==> config.mk <==
export PLATFORM = sky130hd
export DESIGN_NAME = uart_frame_rx
export DESIGN_NICKNAME = d
export VERILOG_FILES = /design/src/rtl/uart_frame_rx.sv
export SDC_FILE = /design/constraint.sdc
export NUM_CORES = 1
export LEC_CHECK = 0
export ABC_CLOCK_PERIOD_IN_PS = 2400
export BUFFER_PORTS_ARGS = -buffer_cell sky130_fd_sc_hd__buf_4
export CORE_MARGIN = 3
export CORE_UTILIZATION = 35
export DETAILED_ROUTE_END_ITERATION = 12
export SETUP_SLACK_MARGIN = 0.4
export SLEW_MARGIN = 20
export SYNTH_ARGS = -nofsm -noshare
export SYNTH_HDL_FRONTEND = slang
export SYNTH_SLANG_ARGS = --single-unit
==> constraint.sdc <==
create_clock -name clk -period 2.4 [get_ports clk]
set_input_delay 0.36 -clock clk [delete_from_list [all_inputs] [get_ports clk]]
set_output_delay 0.36 -clock clk [all_outputs]
set_load 0.03 [all_outputs]
==> src/rtl/uart_frame_rx.sv <==
// uart_frame_rx: reassembles 4-byte big-endian UART frames into one 32-bit word with timeout, error count and link status
module uart_frame_rx #(
  parameter int          TIMEOUT_CYCLES = 100_000,
  parameter int          LINK_TICKS     = 8,
  parameter logic [31:0] RESET_WORD     = 32'h0
) (
  input  logic        clk,
  input  logic        rst,
  input  logic        timing_tick,
  input  logic [7:0]  rx_data,
  input  logic        rx_done_tick,
  output logic [31:0] rx_buf,
  output logic        frame_valid,
  output logic        frame_err,
  output logic [7:0]  err_cnt,
  output logic        link_up
);
  localparam int TW = $clog2(TIMEOUT_CYCLES + 1);
  localparam int LW = $clog2(LINK_TICKS + 1);
  typedef enum logic [1:0] {WAIT_SYNC, GET_B1, GET_B2, GET_B3} state_t;
  state_t state, state_n;
  logic [23:0] sh, sh_n;
  logic [TW-1:0] tcnt, tcnt_n;
  logic [LW-1:0] lcnt;
  logic [31:0] buf_n;
  logic fv_n, fe_n;
  always_ff @(posedge clk)
    if (rst) state <= WAIT_SYNC;
    else state <= state_n;
  // sh accumulates bytes 0..2; rx_buf is only written once the 4th byte arrives
  always_comb begin
    state_n = state;
    sh_n = sh;
    buf_n = rx_buf;
    fv_n = 1'b0;
    fe_n = 1'b0;
    tcnt_n = '0;
    if (state == WAIT_SYNC) begin
      if (rx_done_tick) begin
        sh_n = {sh[15:0], rx_data};
        state_n = rx_data[7] ? GET_B1 : WAIT_SYNC;
        fe_n = ~rx_data[7];
      end
    end else if (rx_done_tick) begin
      sh_n = {sh[15:0], rx_data};
      state_n = (state == GET_B1) ? GET_B2 : (state == GET_B2) ? GET_B3 : WAIT_SYNC;
      fv_n = (state == GET_B3);
      buf_n = fv_n ? {sh, rx_data} : rx_buf;
    end else if (tcnt == TW'(TIMEOUT_CYCLES - 1)) begin
      fe_n = 1'b1;
      state_n = WAIT_SYNC;
    end else begin
      tcnt_n = tcnt + 1'b1;
    end
  end
  always_ff @(posedge clk)
    if (rst) begin
      sh <= '0;
      tcnt <= '0;
      lcnt <= '0;
      rx_buf <= RESET_WORD;
      frame_valid <= 1'b0;
      frame_err <= 1'b0;
      err_cnt <= '0;
      link_up <= 1'b0;
    end else begin
      sh <= sh_n;
      tcnt <= tcnt_n;
      rx_buf <= buf_n;
      frame_valid <= fv_n;
      frame_err <= fe_n;
      err_cnt <= (fe_n && err_cnt != 8'hFF) ? err_cnt + 8'd1 : err_cnt;
      lcnt <= fv_n ? '0 : (timing_tick && lcnt != LW'(LINK_TICKS)) ? lcnt + 1'b1 : lcnt;
      link_up <= fv_n | (link_up & ~(timing_tick && lcnt >= LW'(LINK_TICKS - 1)));
    end
endmodule

==> metrics.md <==
| Metric | Value |
|---|---|
| Area of the core | `10300 µm²` |
| Dpl cell area | `about 4200 µm²` |
| Ant. Diodes | `0` |
| Rows | `37` |
| Final wirelength | `roughly 8.3 mm` |
| Area share of the largest cell type after synthesis | `between 40% and 50%` |
| Min-Delay Path Class | `input port to register` |
| Fmax achieved | `~0.53 GHz` |
| Hpwl dp | `around 5.5 mm` |
| Via count | `2944` |
| Power density over the cells | `approximately 630 nW/µm²` |
| Worst hold slack | `roughly 210 ps` |
| TritonCTS clock tree | `done` |
| Drt via density | `approximately 5` |
| FILL cells | `between 900 and 1000` |
| RSZ-0062 raised after global routing | `no` |
| Root buffer cell | `clkbuf_8` |
| Max-cap violation count | `0` |
| IO Pins | `55` |
| Synthesized cell area | `between 3000 and 4000 µm²` |
| Initial antenna violation count | `0` |
| Fin area | `around 4500 µm²` |
| # setup viols final | `0` |
| Sequential-to-total area share from yosys stat | `around half` |
| CTS buffer count | `9` |
| H-tree levels | `3` |
| Ys async rst share | `0%` |
| Leak | `roughly 1.8 nW` |
| Clock skew | `about 11 ps` |
| First drt pass iteration count | `4` |
| VDD IR max | `0.250 mV` |
| Input/output buffers | `54` |
| TritonCTS Sinks | `90` |
| P&R area growth vs syn | `19.9%` |
| CP Data Required Time | `about 2600 ps` |
| Chip width | `109 µm` |
| Number of synthesized flops with an enable pin | `0` |
| # hold bufs at CTS | `0` |
| Share of cells above drive strength 1 | `a little over 20%` |
| Area leader, netlist | `dfxtp_1` |
| Post-route ant nets | `0` |
| Utilization after layout | `43.3%` |
| Post-Syn Instances | `about 380` |
| Top FF cell, synth | `dfxtp_1` |
| Synth cell types | `slightly above 50` |
| CP Launch Type | `register` |
| DRC Markers | `0` |
| Fin. Hold Viols | `0` |
| Outcome | `finished, final reports clean` |
| Final slew viol count | `0` |
| Clk slew on worst S/H paths | `approximately 90 ps` |
| Pin count of the biggest net entering global routing | `50` |
| Max-slew headroom | `around 63%` |
| Final Power | `between 2 and 3 mW` |
| Yosys warnings | `0` |
| Initial Utilization | `36.1%` |
| Avg Cell Area, Syn | `9.72 µm²` |
| Placer Congestion | `a little over 0.8` |
| Die Ht | `109 µm` |
| First-pass GRT wire length | `~13 mm` |
| Vias in the first global route | `approximately 2800` |
| Gr usage total | `roughly 14%` |
| Final net count | `around 460` |
| Synth area leaders | `dfxtp_1, a22o_1, mux2i_1` |
| WL/cell | `about 14 µm` |
| Post-Syn Nets | `403` |
| CP Max Fanout | `8` |
| Initial drt markers | `between 150 and 200` |
| Clock Latency Late Sink | `~360 ps` |
| CP Data Arrival Time | `about 2100 ps` |
| Setup crit end kind | `register` |
| Final Critical Period | `roughly 1900 ps` |
| Measured slew at the worst slew-check pin | `roughly 560 ps` |
| Die area | `around 12000 µm²` |
| Clock tree buffer depth | `2` |
| Setup TNS Final | `0 ps` |
| Kind of critical path | `register to register` |
| GRT overflow | `0` |
| Final worst path period share | `around 80%` |
| Register bit count reported by yosys | `90` |
## placed cells by master (no fill, tap or decap), types with 3 or more instances in the layout
master	instances
dfxtp_1	90
buf_4	63
nor2_1	58
a22o_1	32
mux2i_1	26
nand3_1	17
nand2_1	17
xnor2_1	12
inv_1	11
nand4_1	10
clkbuf_8	10
nor3_1	9
ha_1	7
a21oi_1	6
nor4_1	5
xor2_1	5
o21ai_0	4
and3_1	3
nand3b_1	3
nor2b_1	3
nand2b_1	3
a31oi_1	3
o2111ai_1	3
## final timing paths
check,startpoint,to,slack (ps),cells after the start
max,tcnt[14]$_SDFF_PP0_,err_cnt[7]$_SDFFE_PP0P_,500,4
min reg2reg,tcnt[0]$_SDFF_PP0_,tcnt[0]$_SDFF_PP0_,450,1
max reg2reg,tcnt[14]$_SDFF_PP0_,err_cnt[7]$_SDFFE_PP0P_,500,4
min,rx_data[6],rx_buf[6]$_SDFFE_PP0P_,210,2
## where the power goes
group / switching (mW) / internal, mW / total [mW]
Clock: 0.533 / 0.617 / 1.15
Combinational: 0.0851 / 0.0565 / 0.142
Sequential: 0.0196 / 1.51 / 1.53
Total: 0.638 / 2.19 / 2.83
## final cells by class
class	instances	area (µm²)	share of cell area (%)
clock buffers	10	138	3.08
clock inverters	5	86.3	1.93
inverters	11	41.3	0.923
multi-input cells	261	1760	39.4
flip-flops and latches	90	1800	40.3
well taps	136	170	3.81
repair buffers	63	473	10.6
## worst max-delay path: stages (launching register included)
cell     delay, ps
dfxtp_1        350
or4_4          570
or4_4          500
nor4_2         270
nor4_1          80
## Yosys cell counts, types with 2 or more instances
cell type	count
dfxtp_1	90
nor2_1	59
a22o_1	32
mux2i_1	26
nand2_1	17
nand3_1	17
clkbuf_1	12
xnor2_1	12
inv_1	11
nand4_1	10
nor3_1	10
ha_1	7
a21oi_1	6
nor4_1	5
xor2_1	5
clkbuf_8	4
o21ai_0	4
a31oi_1	3
and3_1	3
nand2b_1	3
nand3b_1	3
nor2b_1	3
o2111ai_1	3
a211oi_1	2
a311oi_1	2
and3b_1	2
buf_2	2
nor3b_1	2
nor4b_1	2
o211ai_1	2
o311ai_0	2
or2_2	2
or3_1	2
or4_1	2
## registers in the layout (all words and copies together), names as in the netlist
signal	cells
rx_buf	32
sh	24
tcnt	17
err_cnt	8
lcnt	4
state	2
frame_err	1
frame_valid	1
link_up	1
## cell families (layout without fill, tap and decap cells)
family | after synthesis | in the layout | share of synthesized area, %
buf+inv | 33 | 89 | 4.80
fa+ha+maj | 7 | 7 | 2.35
flops | 90 | 90 | 48.3
simple gates | 149 | 149 | 20.4
mux | 27 | 27 | 7.28
xor+xnor | 17 | 17 | 3.99
compound gates | 61 | 61 | 12.9
## through the flow
step / worst slack [ps] / cells
2_1_floorplan: 405 / 384
3_3_place_gp: 411 / 561
3_5_place_dp: 386 / 561
4_1_cts: 484 / 576
5_1_grt: 408 / 576
6_report: 499 / 576
## metal layers
metal,vias to the layer above,global-route usage [%],routed length (µm)
li1,1478,-,-
met1,1388,19.5,4060
met2,62,20.6,3680
met3,16,2.78,378
met4,0,8.10,207
met5,-,0,0
## what timing repair did
item,4_1_cts,5_1_grt
endpoints found under the setup margin,2,5
resized for setup,1,1
pin swaps,0,1
setup buffers,0,0
Power figures use the tool's default switching activity.
